File: config.mk
export PLATFORM = sky130hd
export DESIGN_NAME = apb_uart_tx_master_flat
export DESIGN_NICKNAME = d
export VERILOG_FILES = /design/src/rtl/apb_uart_tx_master_if.sv /design/src/rtl/apb_uart_tx_master.sv /design/src/flat_wrapper.sv
export SDC_FILE = /design/constraint.sdc
export NUM_CORES = 1
export LEC_CHECK = 0
export CAP_MARGIN = 20
export CORE_ASPECT_RATIO = 0.8
export CORE_MARGIN = 3
export CORE_UTILIZATION = 39
export CTS_CLUSTER_DIAMETER = 60
export DETAILED_ROUTE_END_ITERATION = 12
export PLACE_DENSITY = 0.8
export REMOVE_ABC_BUFFERS = 1
export SYNTH_ARGS = -nofsm -noshare
export SYNTH_HDL_FRONTEND = slang
export SYNTH_SLANG_ARGS = --single-unit
File: constraint.sdc
create_clock -name clk_i -period 2.2 [get_ports clk_i]
set_input_delay 0.44 -clock clk_i [delete_from_list [all_inputs] [get_ports clk_i]]
set_output_delay 0.44 -clock clk_i [all_outputs]
set_load 0.03 [all_outputs]
File: src/rtl/apb_uart_tx_master_if.sv
// APB bundle between the UART TX master and the UART responder.
// The master drives control/address/data; the responder answers.
interface apb_uart_tx_master_if;
   logic        psel;
   logic        penable;
   logic        pwrite;
   logic [31:0] paddr;
   logic [31:0] pwdata;
   logic [3:0]  pstrb;
   logic [31:0] prdata;
   logic        pready;
   logic        pslverr;

   modport master (
      output psel,
      output penable,
      output pwrite,
      output paddr,
      output pwdata,
      output pstrb,
      input  prdata,
      input  pready,
      input  pslverr
   );

   modport slave (
      input  psel,
      input  penable,
      input  pwrite,
      input  paddr,
      input  pwdata,
      input  pstrb,
      output prdata,
      output pready,
      output pslverr
   );
endinterface

File: src/rtl/apb_uart_tx_master.sv
// APB initiator: programs a 16550 UART, then streams bytes to THR.
// Optional macro UART_TX_FIFO_EN: enables FIFOs, 16 writes per poll.
module apb_uart_tx_master #(
   parameter logic [31:0] BASE_ADDR = 32'h0000_0000,
   parameter logic [15:0] DIVISOR   = 16'd1,
   parameter logic [7:0]  LCR_VAL   = 8'h03
) (
   input  logic                 clk_i,
   input  logic                 rst_i,
   input  logic [7:0]           tx_data_i,
   input  logic                 tx_valid_i,
   output logic                 tx_ready_o,
   output logic                 init_done_o,
   output logic                 err_o,
   apb_uart_tx_master_if.master apb
);

`ifdef UART_TX_FIFO_EN
   localparam logic [7:0] FCR_VAL    = 8'h07;
   localparam logic [4:0] CREDIT_MAX = 5'd16;
`else
   localparam logic [7:0] FCR_VAL    = 8'h00;
   localparam logic [4:0] CREDIT_MAX = 5'd1;
`endif

   typedef enum logic [2:0] {
      INIT_DLAB,
      INIT_DLL,
      INIT_DLM,
      INIT_LCR,
      INIT_FCR,
      IDLE,
      POLL_LSR,
      WRITE_THR
   } state_e;

   state_e      state_q, state_d;
   logic        psel_q, psel_d;
   logic        penable_q, penable_d;
   logic        pwrite_q, pwrite_d;
   logic [31:0] paddr_q, paddr_d;
   logic [31:0] pwdata_q, pwdata_d;
   logic [3:0]  pstrb_q, pstrb_d;
   logic [4:0]  credit_q, credit_d;
   logic [7:0]  hold_q, hold_d;
   logic        done_q, done_d;
   logic        err_q, err_d;

   logic        handshake;
   logic        xfer_done;
   logic        thre;
   logic        start;
   state_e      tgt;
   logic [7:0]  tgt_byte;
   logic [7:0]  rd_byte;
   logic [2:0]  reg_r;
   logic        reg_wr;
   logic [7:0]  reg_byte;

   assign handshake = (state_q == IDLE) && tx_valid_i;
   assign xfer_done = psel_q && penable_q && apb.pready;
   // A read that errors never counts as THRE set.
   assign thre      = rd_byte[5] && !apb.pslverr;

   // Pick the read byte from the lane addressed by the current strobe.
   always_comb begin
      rd_byte = apb.prdata[7:0];
      unique case (1'b1)
         pstrb_q[1]: rd_byte = apb.prdata[15:8];
         pstrb_q[2]: rd_byte = apb.prdata[23:16];
         pstrb_q[3]: rd_byte = apb.prdata[31:24];
         default:    rd_byte = apb.prdata[7:0];
      endcase
   end

   // Transfer target: the current state, or the state entered from IDLE.
   always_comb begin
      tgt      = state_q;
      tgt_byte = hold_q;
      if (state_q == IDLE) begin
         tgt      = (credit_q != 5'd0) ? WRITE_THR : POLL_LSR;
         tgt_byte = tx_data_i;
      end
   end

   // Register index, direction and byte for the target transfer.
   always_comb begin
      reg_r    = 3'd0;
      reg_wr   = 1'b0;
      reg_byte = 8'h00;
      case (tgt)
         INIT_DLAB: begin
            reg_r    = 3'd3;
            reg_wr   = 1'b1;
            reg_byte = LCR_VAL | 8'h80;
         end
         INIT_DLL: begin
            reg_r    = 3'd0;
            reg_wr   = 1'b1;
            reg_byte = DIVISOR[7:0];
         end
         INIT_DLM: begin
            reg_r    = 3'd1;
            reg_wr   = 1'b1;
            reg_byte = DIVISOR[15:8];
         end
         INIT_LCR: begin
            reg_r    = 3'd3;
            reg_wr   = 1'b1;
            reg_byte = LCR_VAL;
         end
         INIT_FCR: begin
            reg_r    = 3'd2;
            reg_wr   = 1'b1;
            reg_byte = FCR_VAL;
         end
         POLL_LSR: begin
            reg_r    = 3'd5;
            reg_wr   = 1'b0;
            reg_byte = 8'h00;
         end
         WRITE_THR: begin
            reg_r    = 3'd0;
            reg_wr   = 1'b1;
            reg_byte = tgt_byte;
         end
         default: begin
            reg_r    = 3'd0;
            reg_wr   = 1'b0;
            reg_byte = 8'h00;
         end
      endcase
   end

   // Next state: sequence the APB phases and walk the init/TX flow.
   always_comb begin
      state_d   = state_q;
      psel_d    = psel_q;
      penable_d = penable_q;
      pwrite_d  = pwrite_q;
      paddr_d   = paddr_q;
      pwdata_d  = pwdata_q;
      pstrb_d   = pstrb_q;
      credit_d  = credit_q;
      hold_d    = hold_q;
      done_d    = done_q;
      err_d     = err_q;
      start     = 1'b0;

      if (state_q == IDLE) begin
         if (handshake) begin
            hold_d  = tx_data_i;
            state_d = tgt;
            start   = 1'b1;
         end
      end else if (!psel_q) begin
         start = 1'b1;
      end else if (!penable_q) begin
         penable_d = 1'b1;
      end else if (xfer_done) begin
         psel_d    = 1'b0;
         penable_d = 1'b0;
         if (apb.pslverr) begin
            err_d = 1'b1;
         end
         case (state_q)
            INIT_DLAB: state_d = INIT_DLL;
            INIT_DLL:  state_d = INIT_DLM;
            INIT_DLM:  state_d = INIT_LCR;
            INIT_LCR:  state_d = INIT_FCR;
            INIT_FCR: begin
               state_d = IDLE;
               done_d  = 1'b1;
            end
            POLL_LSR: begin
               if (thre) begin
                  credit_d = CREDIT_MAX;
                  state_d  = WRITE_THR;
               end
            end
            WRITE_THR: begin
               if (credit_q != 5'd0) begin
                  credit_d = credit_q - 5'd1;
               end
               state_d = IDLE;
            end
            default: state_d = state_q;
         endcase
      end

      if (start) begin
         psel_d    = 1'b1;
         penable_d = 1'b0;
         pwrite_d  = reg_wr;
         paddr_d   = BASE_ADDR + {29'd0, reg_r[2], 2'b00};
         pstrb_d   = 4'b0001 << reg_r[1:0];
         pwdata_d  = {24'd0, reg_byte} << {reg_r[1:0], 3'b000};
      end
   end

   // State and registered APB outputs.
   always_ff @(posedge clk_i or posedge rst_i) begin
      if (rst_i) begin
         state_q   <= INIT_DLAB;
         psel_q    <= 1'b0;
         penable_q <= 1'b0;
         pwrite_q  <= 1'b0;
         paddr_q   <= 32'd0;
         pwdata_q  <= 32'd0;
         pstrb_q   <= 4'd0;
         credit_q  <= 5'd0;
         hold_q    <= 8'd0;
         done_q    <= 1'b0;
         err_q     <= 1'b0;
      end else begin
         state_q   <= state_d;
         psel_q    <= psel_d;
         penable_q <= penable_d;
         pwrite_q  <= pwrite_d;
         paddr_q   <= paddr_d;
         pwdata_q  <= pwdata_d;
         pstrb_q   <= pstrb_d;
         credit_q  <= credit_d;
         hold_q    <= hold_d;
         done_q    <= done_d;
         err_q     <= err_d;
      end
   end

   assign apb.psel    = psel_q;
   assign apb.penable = penable_q;
   assign apb.pwrite  = pwrite_q;
   assign apb.paddr   = paddr_q;
   assign apb.pwdata  = pwdata_q;
   assign apb.pstrb   = pstrb_q;

   assign tx_ready_o  = (state_q == IDLE);
   assign init_done_o = done_q;
   assign err_o       = err_q;

endmodule

File: src/flat_wrapper.sv
// flat-port wrapper written by rule: the top's interface ports become plain ports
module apb_uart_tx_master_flat 
#(
   parameter logic [31:0] BASE_ADDR = 32'h0000_0000,
   parameter logic [15:0] DIVISOR   = 16'd1,
   parameter logic [7:0]  LCR_VAL   = 8'h03
)
  (clk_i, rst_i, tx_data_i, tx_valid_i, tx_ready_o, init_done_o, err_o, apb_psel, apb_penable, apb_pwrite, apb_paddr, apb_pwdata, apb_pstrb, apb_prdata, apb_pready, apb_pslverr);
  apb_uart_tx_master_if apb_i ();
  input  logic clk_i;
  input  logic rst_i;
  input  logic [7:0] tx_data_i;
  input  logic tx_valid_i;
  output logic tx_ready_o;
  output logic init_done_o;
  output logic err_o;
  output wire logic [$bits(apb_i.psel)-1:0] apb_psel;
  output wire logic [$bits(apb_i.penable)-1:0] apb_penable;
  output wire logic [$bits(apb_i.pwrite)-1:0] apb_pwrite;
  output wire logic [$bits(apb_i.paddr)-1:0] apb_paddr;
  output wire logic [$bits(apb_i.pwdata)-1:0] apb_pwdata;
  output wire logic [$bits(apb_i.pstrb)-1:0] apb_pstrb;
  input wire logic [$bits(apb_i.prdata)-1:0] apb_prdata;
  input wire logic [$bits(apb_i.pready)-1:0] apb_pready;
  input wire logic [$bits(apb_i.pslverr)-1:0] apb_pslverr;
  assign apb_psel = apb_i.psel;
  assign apb_penable = apb_i.penable;
  assign apb_pwrite = apb_i.pwrite;
  assign apb_paddr = apb_i.paddr;
  assign apb_pwdata = apb_i.pwdata;
  assign apb_pstrb = apb_i.pstrb;
  assign apb_i.prdata = apb_prdata;
  assign apb_i.pready = apb_pready;
  assign apb_i.pslverr = apb_pslverr;
  apb_uart_tx_master #(.BASE_ADDR(BASE_ADDR), .DIVISOR(DIVISOR), .LCR_VAL(LCR_VAL)) u_core (.clk_i(clk_i), .rst_i(rst_i), .tx_data_i(tx_data_i), .tx_valid_i(tx_valid_i), .tx_ready_o(tx_ready_o), .init_done_o(init_done_o), .err_o(err_o), .apb(apb_i));
endmodule
==> results of run 1 <==
[per-layer routing]
layer  track usage, %  up-vias  wire length (µm)
met3             4.84        6               566
met4             4.52        0                25
met5                0        -                 0
met2             24.9       84              3120
li1                 -     1058                 -
met1             22.7     1069              2800
[synthesized netlist by cell type (2+ instances only)]
cell type  instances
dfrtp_1           58
nand2_1           38
buf_4             31
o21ai_0           22
and2_1            13
mux2_2            11
clkbuf_1           9
inv_1              9
mux2i_1            7
nor2_1             7
ha_1               6
a21oi_1            5
nand3_1            5
o31ai_1            5
a211oi_1           3
a21o_1             3
nor2b_1            3
a31o_2             2
a31oi_1            2
nand2b_1           2
o2111ai_1          2
o22ai_1            2
[cells in the final DEF (no fill, tap or decap), types with 2 or more instances in the layout]
cell type        instances
a21oi_1                  5
inv_1                    7
a31o_2                   2
a31oi_1                  2
clkinvlp_4               3
a21o_1                   3
o22ai_1                  2
buf_4                   26
o21ai_0                 21
clkbuf_8                10
nand3_1                  5
mux2i_1                  7
dfrtp_1                 58
o2111ai_1                2
ha_1                     5
nand2b_1                 2
a211oi_1                 3
conb_1                  31
buf_12                   2
nand2_1                 38
nor2_1                   7
and2_1                  13
clkdlybuf4s50_1         58
mux2_2                  11
inv_2                    3
nor2b_1                  3
buf_6                    2
o31ai_1                  5
[final timing paths]
kind	startpoint	to	slack, ns	cells past startpoint
setup / recovery	apb_prdata[5]	u_core.credit_q[0]	0.03	5
hold / removal	u_core.init_done_o	u_core.init_done_o	0.47	1
setup reg to reg	u_core.state_q[0]	u_core.apb.pwdata[16]	0.07	7
hold reg to reg	u_core.init_done_o	u_core.init_done_o	0.47	1
max in group asynchronous	rst_i	u_core.hold_q[0]	1.48	3
min in group asynchronous	rst_i	u_core.apb.pwdata[17]	0.48	3
[final cells by class]
cell class              count  area [µm²]
well taps                  87         109
flip-flops and latches     58        1450
fillers                   594        3080
repair buffers             89         853
clock inverters             6        66.3
inverters                  10        37.5
clock buffers              10         138
multi-input cells         192        1190
[worst max-delay path: stages]
cell and delay [ns]:
clkdlybuf4s50_1 0.45, or4b_4 0.46, and3b_4 0.19, or4_4 0.56, mux2_2 0.28
[stage by stage]
stage,power (mW),cell area [µm²]
finish,5.50,3840
global route,5.86,3840
CTS,5.46,3810
detailed placement,4.41,3590
global placement,4.33,3590
floorplan,3.24,2660
[power breakdown]
group / switching, mW / leakage, nW / internal, mW / total, mW
combinational: 1.62 / 0.936 / 1.26 / 2.88
clock: 0.436 / 0.0945 / 0.553 / 0.989
sequential: 0.235 / 0.749 / 1.40 / 1.64
total: 2.29 / 1.78 / 3.22 / 5.50
[state kept, by name, summed over array words and instances (netlist names), 2 cells and up, named ones only]
signal and cells:
u_core.credit_q 5, u_core.apb.pstrb 4, u_core.hold_q 8, u_core.apb.pwdata 32, u_core.state_q 2
[cell families (layout without fill, tap and decap cells)]
| kind of cell | after synthesis | after routing | share of synthesized area [%] |
|---|---|---|---|
| adder cells (fa/ha/maj) | 6 | 6 | 2.67 |
| AO/OA/AOI/OAI | 58 | 58 | 13.7 |
| buffers and inverters | 50 | 115 | 10.8 |
| multiplexers | 18 | 18 | 6.90 |
| other | 1 | 31 | 0.133 |
| flip-flops | 58 | 58 | 51.6 |
| AND/OR/NAND/NOR | 79 | 79 | 14.2 |
[repair_timing]
action / CTS / global route
endpoints found under the setup margin: 1 / 13
hold buffers: 0 / 0
gates resized for setup: 5 / 5
setup buffers: 0 / 3
endpoints found under the hold margin: 0 / 0
==> results.toml, run 1 <==
[setup_path]
crit_path_max_fanout = 5
startpoint_type = "input pin"
worst_ep_arrival_time_ns = 2.38
endpoint_kind = "flop"
cp.required_ns = 2.41
worst-setup-path-type = "input pin to flop"

[clocking]
cts_sinks = 58
cts_max_path_buffers = 2
cts_tree = "done"
numCtsBuffers = 9
htree_num_levels = 3
clk_pin_slew_worst_paths_ns = 0.07
clk_latency_ns = 0.33
root_buffer = "clkbuf_8"

[final_layout]
antenna_cells = 0
instances_no_fill = 452
layout-drive-gt1-share_pct = 19.5
area_delta_synth_final_pct = 36.8
finish.net_count = 411
final_core_util_pct = 55.5

[place]
dp_hpwl_mm = 4.76
port_buffers = 59
dp_slack_ns = -0.323
placed_cells = 433
gp_congestion = 0.860

[outcome]
status = "completed"

[grt]
first_global_vias = 2102
antenna_found_initial = 0
grt_start_max_net_pins = 59
grt_usage_pct = 16.3
grt_pass1_wl_mm = 10.3
grt-ovfl-total = 0

[floorplan]
io_pins = 119
fp.dieW_um = 101
core-area_um2 = 6930
dieHeight_um = 81.9
start_util_pct = 40.6
dieArea_um2 = 8270
num_rows = 27

[timing]
tightestPinTransition_ns = 0.534
hold_slack_ns = 0.474
slew_headroom_pct = 64.3
setup_violations = 0
fin_setup_tns_ns = 0
period_share_pct = 98.5
slew_violations = 0
timing.fmax_ghz = 0.462
finClkSkew_ns = 0.0105
setup_slack_ns = 0.0334
min_period_ns = 2.17
hold_viol = 0

[yosys]
synth_ff_type = "dfrtp_1"
avgSynthCellArea_um2 = 10.4
yosysTopAreaCell = "dfrtp_1"
synth-seq-cells = 58
yosys_warnings = 0
postSynthCellCount = 270
ys_seq_area_share_pct = 51.6
synth-async-reset-ratio_pct = 100
synth_edf_count = 0
netlist_area_um2 = 2810
ys_types = 47
synth_area_leaders = "dfrtp_1 (52%), buf_4 (8.3%), nand2_1 (5.1%)"
synth_top_area_share_pct = 51.6

[drt]
drc_errors = 0
drt-pass1-iter-count = 4
via_per_inst = 4.90
wire_per_inst_um = 14.4
first_iter_violations = 108
vias = 2217
drtAntennaViolNets = 0
finalWirelength_mm = 6.50

[job]
drv_cap = 0

[power]
pwr_density_cell_nw_per_um2 = 1430
ir_drop_uv = 705
p_leak_nw = 1.78

[min_path]
hold_path_class = "flop to flop"
No activity file was read; power rests on OpenSTA's default activity.
==> run 2: changes to the inputs <==
--- a/config.mk
+++ b/config.mk
@@ -5,13 +5,14 @@
 export SDC_FILE = /design/constraint.sdc
 export NUM_CORES = 1
 export LEC_CHECK = 0
+export ABC_AREA = 1
 export CAP_MARGIN = 20
-export CORE_ASPECT_RATIO = 0.8
-export CORE_MARGIN = 3
+export CORE_ASPECT_RATIO = 1.2
+export CORE_MARGIN = 1
 export CORE_UTILIZATION = 39
 export CTS_CLUSTER_DIAMETER = 60
 export DETAILED_ROUTE_END_ITERATION = 12
-export PLACE_DENSITY = 0.8
+export PLACE_DENSITY = 0.79
 export REMOVE_ABC_BUFFERS = 1
 export SYNTH_ARGS = -nofsm -noshare
 export SYNTH_HDL_FRONTEND = slang
==> results.toml, run 2 <==
[clocking]
hold_buffers = 0
cts_tree = "done"
root_buffer = "clkbuf_8"
clk_latency_ns = 0.34
htree_num_levels = 3
cts_max_path_buffers = 2
cts_setup_buffers = 0
clk_pin_slew_worst_paths_ns = 0.07
cts_sinks = 58
cts-resized-gates = 0
numCtsBuffers = 9

[grt]
grt_pass1_wl_mm = 10.7
first_global_vias = 2363
grt_usage_pct = 17.7
grt_start_max_net_pins = 39
antenna_found_initial = 0
grt-ovfl-total = 0

[timing]
min_period_ns = 2.07
timing.fmax_ghz = 0.484
rsz0062_at_grt = "no"
period_share_pct = 94.0
finClkSkew_ns = 0.00514
hold_slack_ns = 0.423
setup_violations = 0
slew_violations = 0
hold_viol = 0
fin_setup_tns_ns = 0

[setup_path]
crit_path_max_fanout = 19
r2r-start = "u_core.state_q[1]"
cp.required_ns = 1.76
cp_cell_sequence = "inv_1, ha_1, nand2_4, inv_6, buf_4"
setup.worst_path.start = "u_core.state_q[1]"
cp.buffers_inverters = 3
startpoint_type = "flop"
cpMaxStageDelayCell = "dfrtp_1"
worst-setup-path-type = "flop to output port"
endpoint_kind = "output port"
critPathMaxStageDelay_ns = 0.42
worst_ep_arrival_time_ns = 1.63
crit_family = "buffers and inverters"

[drt]
drt-pass1-iter-count = 4
first_iter_violations = 105
finalWirelength_mm = 6.24
drtAntennaViolNets = 0
wire_per_inst_um = 12.0
via_per_inst = 4.58
vias = 2370
drc_errors = 0

[floorplan]
dieArea_um2 = 7930
dieHeight_um = 97.3
fp.dieW_um = 81.5
io_pins = 119
start_util_pct = 40.6
num_rows = 34
core-area_um2 = 7270

[outcome]
status = "completed"

[final_layout]
finish.net_count = 474
n_fill_cell = 664
layout_common_cells = "nand2_1 (117), dfrtp_1 (58), clkdlybuf4s50_1 (58)"
largest_reg_flops = 32
layout-drive-gt1-share_pct = 10.0
layout_commonest_cell = "nand2_1"
antenna_cells = 0
instances_no_fill = 518
area_delta_synth_final_pct = 27.9

[power]
finalPower_mw = 4.41
ir_drop_uv = 614
pwr_density_cell_nw_per_um2 = 1170
p_leak_nw = 1.88

[yosys]
synth_top_area_share_pct = 49.1
yosys_warnings = 0
netlist_area_um2 = 2950
ys_seq_area_share_pct = 49.1
postSynthCellCount = 356
yosysTopAreaCell = "dfrtp_1"
avgSynthCellArea_um2 = 8.30
synthTopCellsByCount = "nand2_1 (117), dfrtp_1 (58), inv_1 (34)"
synth_edf_count = 0
synth-async-reset-ratio_pct = 100
synth_most_common_cell = "nand2_1"
ys_types = 35
synth_ff_type = "dfrtp_1"
synth-seq-cells = 58
synth_area_leaders = "dfrtp_1 (49%), nand2_1 (15%), buf_4 (8.1%)"

[place]
port_buffers = 59
placed_cells = 502
gp_congestion = 0.845
dp_hpwl_mm = 4.50

[min_path]
hold_path_class = "input pin to asynchronous set/reset pin"

[job]
drv_cap = 0
## run 2: worst register-to-register path: stages (launching register included)
cell and delay [ns]:
dfrtp_1 0.40, inv_1 0.08, ha_1 0.23, nand2_4 0.25, inv_6 0.11, o21ai_4 0.32
inv_2 0.26, nand2_1 0.10, o21ai_0 0.09
## run 2: worst paths after layout
kind                                         endpoint  slack (ns)  cells after the start
worst max-delay path                       tx_ready_o        0.13                      5
min in group clk_i                   u_core.hold_q[5]        0.48                      2
worst max register to register  u_core.apb.pwdata[31]        0.22                      8
worst min register to register       u_core.hold_q[5]        0.48                      2
max in group asynchronous            u_core.hold_q[5]        1.23                      3
worst min-delay path            u_core.apb.pwdata[29]        0.42                      2
## run 2: power breakdown
part / leakage (nW) / switching (mW) / internal [mW] / total (mW)
clock: 0.120 / 0.428 / 0.746 / 1.17
combinational: 0.990 / 1.19 / 0.620 / 1.81
sequential: 0.771 / 0.152 / 1.27 / 1.43
## run 2: layout make-up
type | count | area (µm²) | share of cell area [%]
Clock buffer | 10 | 128 | 3.38
Tap cell | 90 | 113 | 2.98
Inverter | 38 | 148 | 3.91
Timing Repair Buffer | 65 | 646 | 17.1
Sequential cell | 58 | 1450 | 38.4
Multi-Input combinational cell | 251 | 1190 | 31.5
Clock inverter | 6 | 105 | 2.78
## run 2: cell families (layout without fill, tap and decap cells)
logic type	after synthesis	count (layout)	share of synthesized area, %
fa+ha+maj	6	6	2.54
flops	58	58	49.1
simple gates	178	178	26.6
xor+xnor	1	1	0.297
other cells	1	31	0.127
buf+inv	77	119	14.4
compound gates	35	35	6.90
## run 2: routing by layer
metal  up-vias  track usage, %  share of wire [%]
li1       1176               -                  -
met1      1108            21.8                 44
met2        76            29.2                 49
met3        10            4.04                5.3
met5         -               0                  0
met4         0            7.28                2.0
## run 2: through the flow
stage                     setup slack [ns]  util, %  instance area, µm²
after global placement               0.230     48.7                3550
final                                0.132     51.9                3780
after floorplan                      0.238        -                2790
after CTS                            0.135     51.9                3780
after global routing               0.00469     51.9                3780
after detailed placement             0.219     48.7                3550
==> run 3: changes to the inputs <==
--- a/config.mk
+++ b/config.mk
@@ -8,7 +8,7 @@
 export ABC_AREA = 1
 export CAP_MARGIN = 20
 export CORE_ASPECT_RATIO = 1.2
-export CORE_MARGIN = 1
+export CORE_MARGIN = 10
 export CORE_UTILIZATION = 39
 export CTS_CLUSTER_DIAMETER = 60
 export DETAILED_ROUTE_END_ITERATION = 12
==> results.toml, run 3 (same netlist as run 2, synthesis figures left out) <==
[final_layout]
layout_common_cells = "nand2_1 (117), dfrtp_1 (58), clkdlybuf4s50_1 (58)"
layout_commonest_cell = "nand2_1"
finish.net_count = 472
area_delta_synth_final_pct = 25.8
layout-drive-gt1-share_pct = 9.18
largest_reg_flops = 32
final_core_util_pct = 50.8
antenna_cells = 0
n_fill_cell = 678

[setup_path]
worst_ep_arrival_time_ns = 1.67
worst-setup-path-type = "flop to output port"
reg2regPathDepth = 10
crit_path_max_fanout = 19
endpoint_kind = "output port"
startpoint_type = "flop"
cp.required_ns = 1.76

[grt]
grt_start_max_net_pins = 59
antenna_found_initial = 0
grt-ovfl-total = 0
grt_pass1_wl_mm = 11.1
grt_usage_pct = 12.0
first_global_vias = 2207

[drt]
finalWirelength_mm = 6.81
drt-pass1-iter-count = 5
drc_errors = 0
via_per_inst = 4.51
drtAntennaViolNets = 0
vias = 2324
wire_per_inst_um = 13.2
first_iter_violations = 191

[outcome]
status = "completed"

[power]
p_leak_nw = 1.84
swShare_pct = 42.6
clockPowerShare_pct = 21.0
ir_drop_uv = 563
netSwitchingPower_mw = 1.74
pwr_density_cell_nw_per_um2 = 1100
comb_power_share_pct = 43.7
p_int_mw = 2.35
pwr-share-seq_pct = 35.3

[floorplan]
core-area_um2 = 7320
start_util_pct = 40.4
dieArea_um2 = 11500
fp.dieW_um = 99.5
io_pins = 119
num_rows = 34
dieHeight_um = 115

[min_path]
hold_path_class = "flop to flop"
whs_path_depth = 1

[place]
port_buffers = 59
dp_hpwl_mm = 5.15
gp_congestion = 0.868

[timing]
hold_viol = 0
timing.fmax_ghz = 0.474
slew_violations = 0
finClkSkew_ns = 0.0124
setup_violations = 0
period_share_pct = 95.9
rsz0062_at_grt = "no"
fin_setup_tns_ns = 0
min_period_ns = 2.11

[clocking]
numCtsBuffers = 9
clk_pin_slew_worst_paths_ns = 0.06
cts_max_path_buffers = 2
cts_tree = "done"
cts_sinks = 58
clk_latency_ns = 0.34
root_buffer = "clkbuf_8"
cts_setup_buffers = 0
htree_num_levels = 3

[job]
drv_cap = 0
## run 3: per-stage QoR
stage / hold WS [ns] / total power, mW / cells / setup WS [ns] / area [µm²]
floorplan: 0.442 / 2.66 / 347 / 0.238 / 2790
global placement: 0.441 / 3.19 / 500 / 0.231 / 3540
detailed placement: 0.448 / 3.25 / 500 / 0.203 / 3540
CTS: 0.463 / 4.12 / 515 / 0.0779 / 3710
global route: 0.483 / 4.39 / 515 / 0.0138 / 3720
finish: 0.458 / 4.09 / 515 / 0.0908 / 3720
## run 3: critical path, stage by stage (launching register included)
cell     delay (ns)
dfrtp_1        0.41
inv_1          0.16
ha_1           0.25
nand2_4        0.19
inv_8          0.18
buf_12         0.13
## run 3: metal layers
metal  GRT usage [%]  share of wire (%)  vias to the layer above
li1                -                  -                     1173
met1            13.3                 38                     1066
met4            4.88               0.56                        0
met3            5.88                 11                        4
met2            19.3                 50                       81
met5               0                  0                        -
## run 3: path summary, 6_finish.rpt
kind	start	end	slack, ns
worst max-delay path	u_core.state_q[1]	tx_ready_o	0.09
worst min-delay path	u_core.err_o	u_core.err_o	0.46
worst max register to register	u_core.state_q[1]	u_core.apb.pwdata[23]	0.18
worst min register to register	u_core.err_o	u_core.err_o	0.46
max in group asynchronous	rst_i	u_core.apb.penable	1.47
min in group asynchronous	rst_i	u_core.apb.pwdata[13]	0.48
## run 3: layout make-up
cell class,count,area [µm²],share of cell area [%]
sequential,58,1450,39.0
multi-input combinational,251,1190,32.0
timing repair buffer,63,643,17.3
clock buffer,13,159,4.27
inverter,38,150,4.04
tap,90,113,3.03
clock inverter,2,12.5,0.337
## run 3: power groups by stage
stage,sequential [mW],clock [mW],combinational (mW)
2_1_floorplan,1.63,0,1.03
4_1_cts,1.44,0.878,1.80
3_3_place_gp,1.45,0,1.74
6_report,1.44,0.860,1.79
3_5_place_dp,1.46,0,1.79
5_1_grt,1.48,0.929,1.99
## run 3: timing repair
item,in CTS,in global routing
hold endpoints to repair,0,0
hold buffers,0,0
setup endpoints to repair,0,1
gates resized for setup,0,1
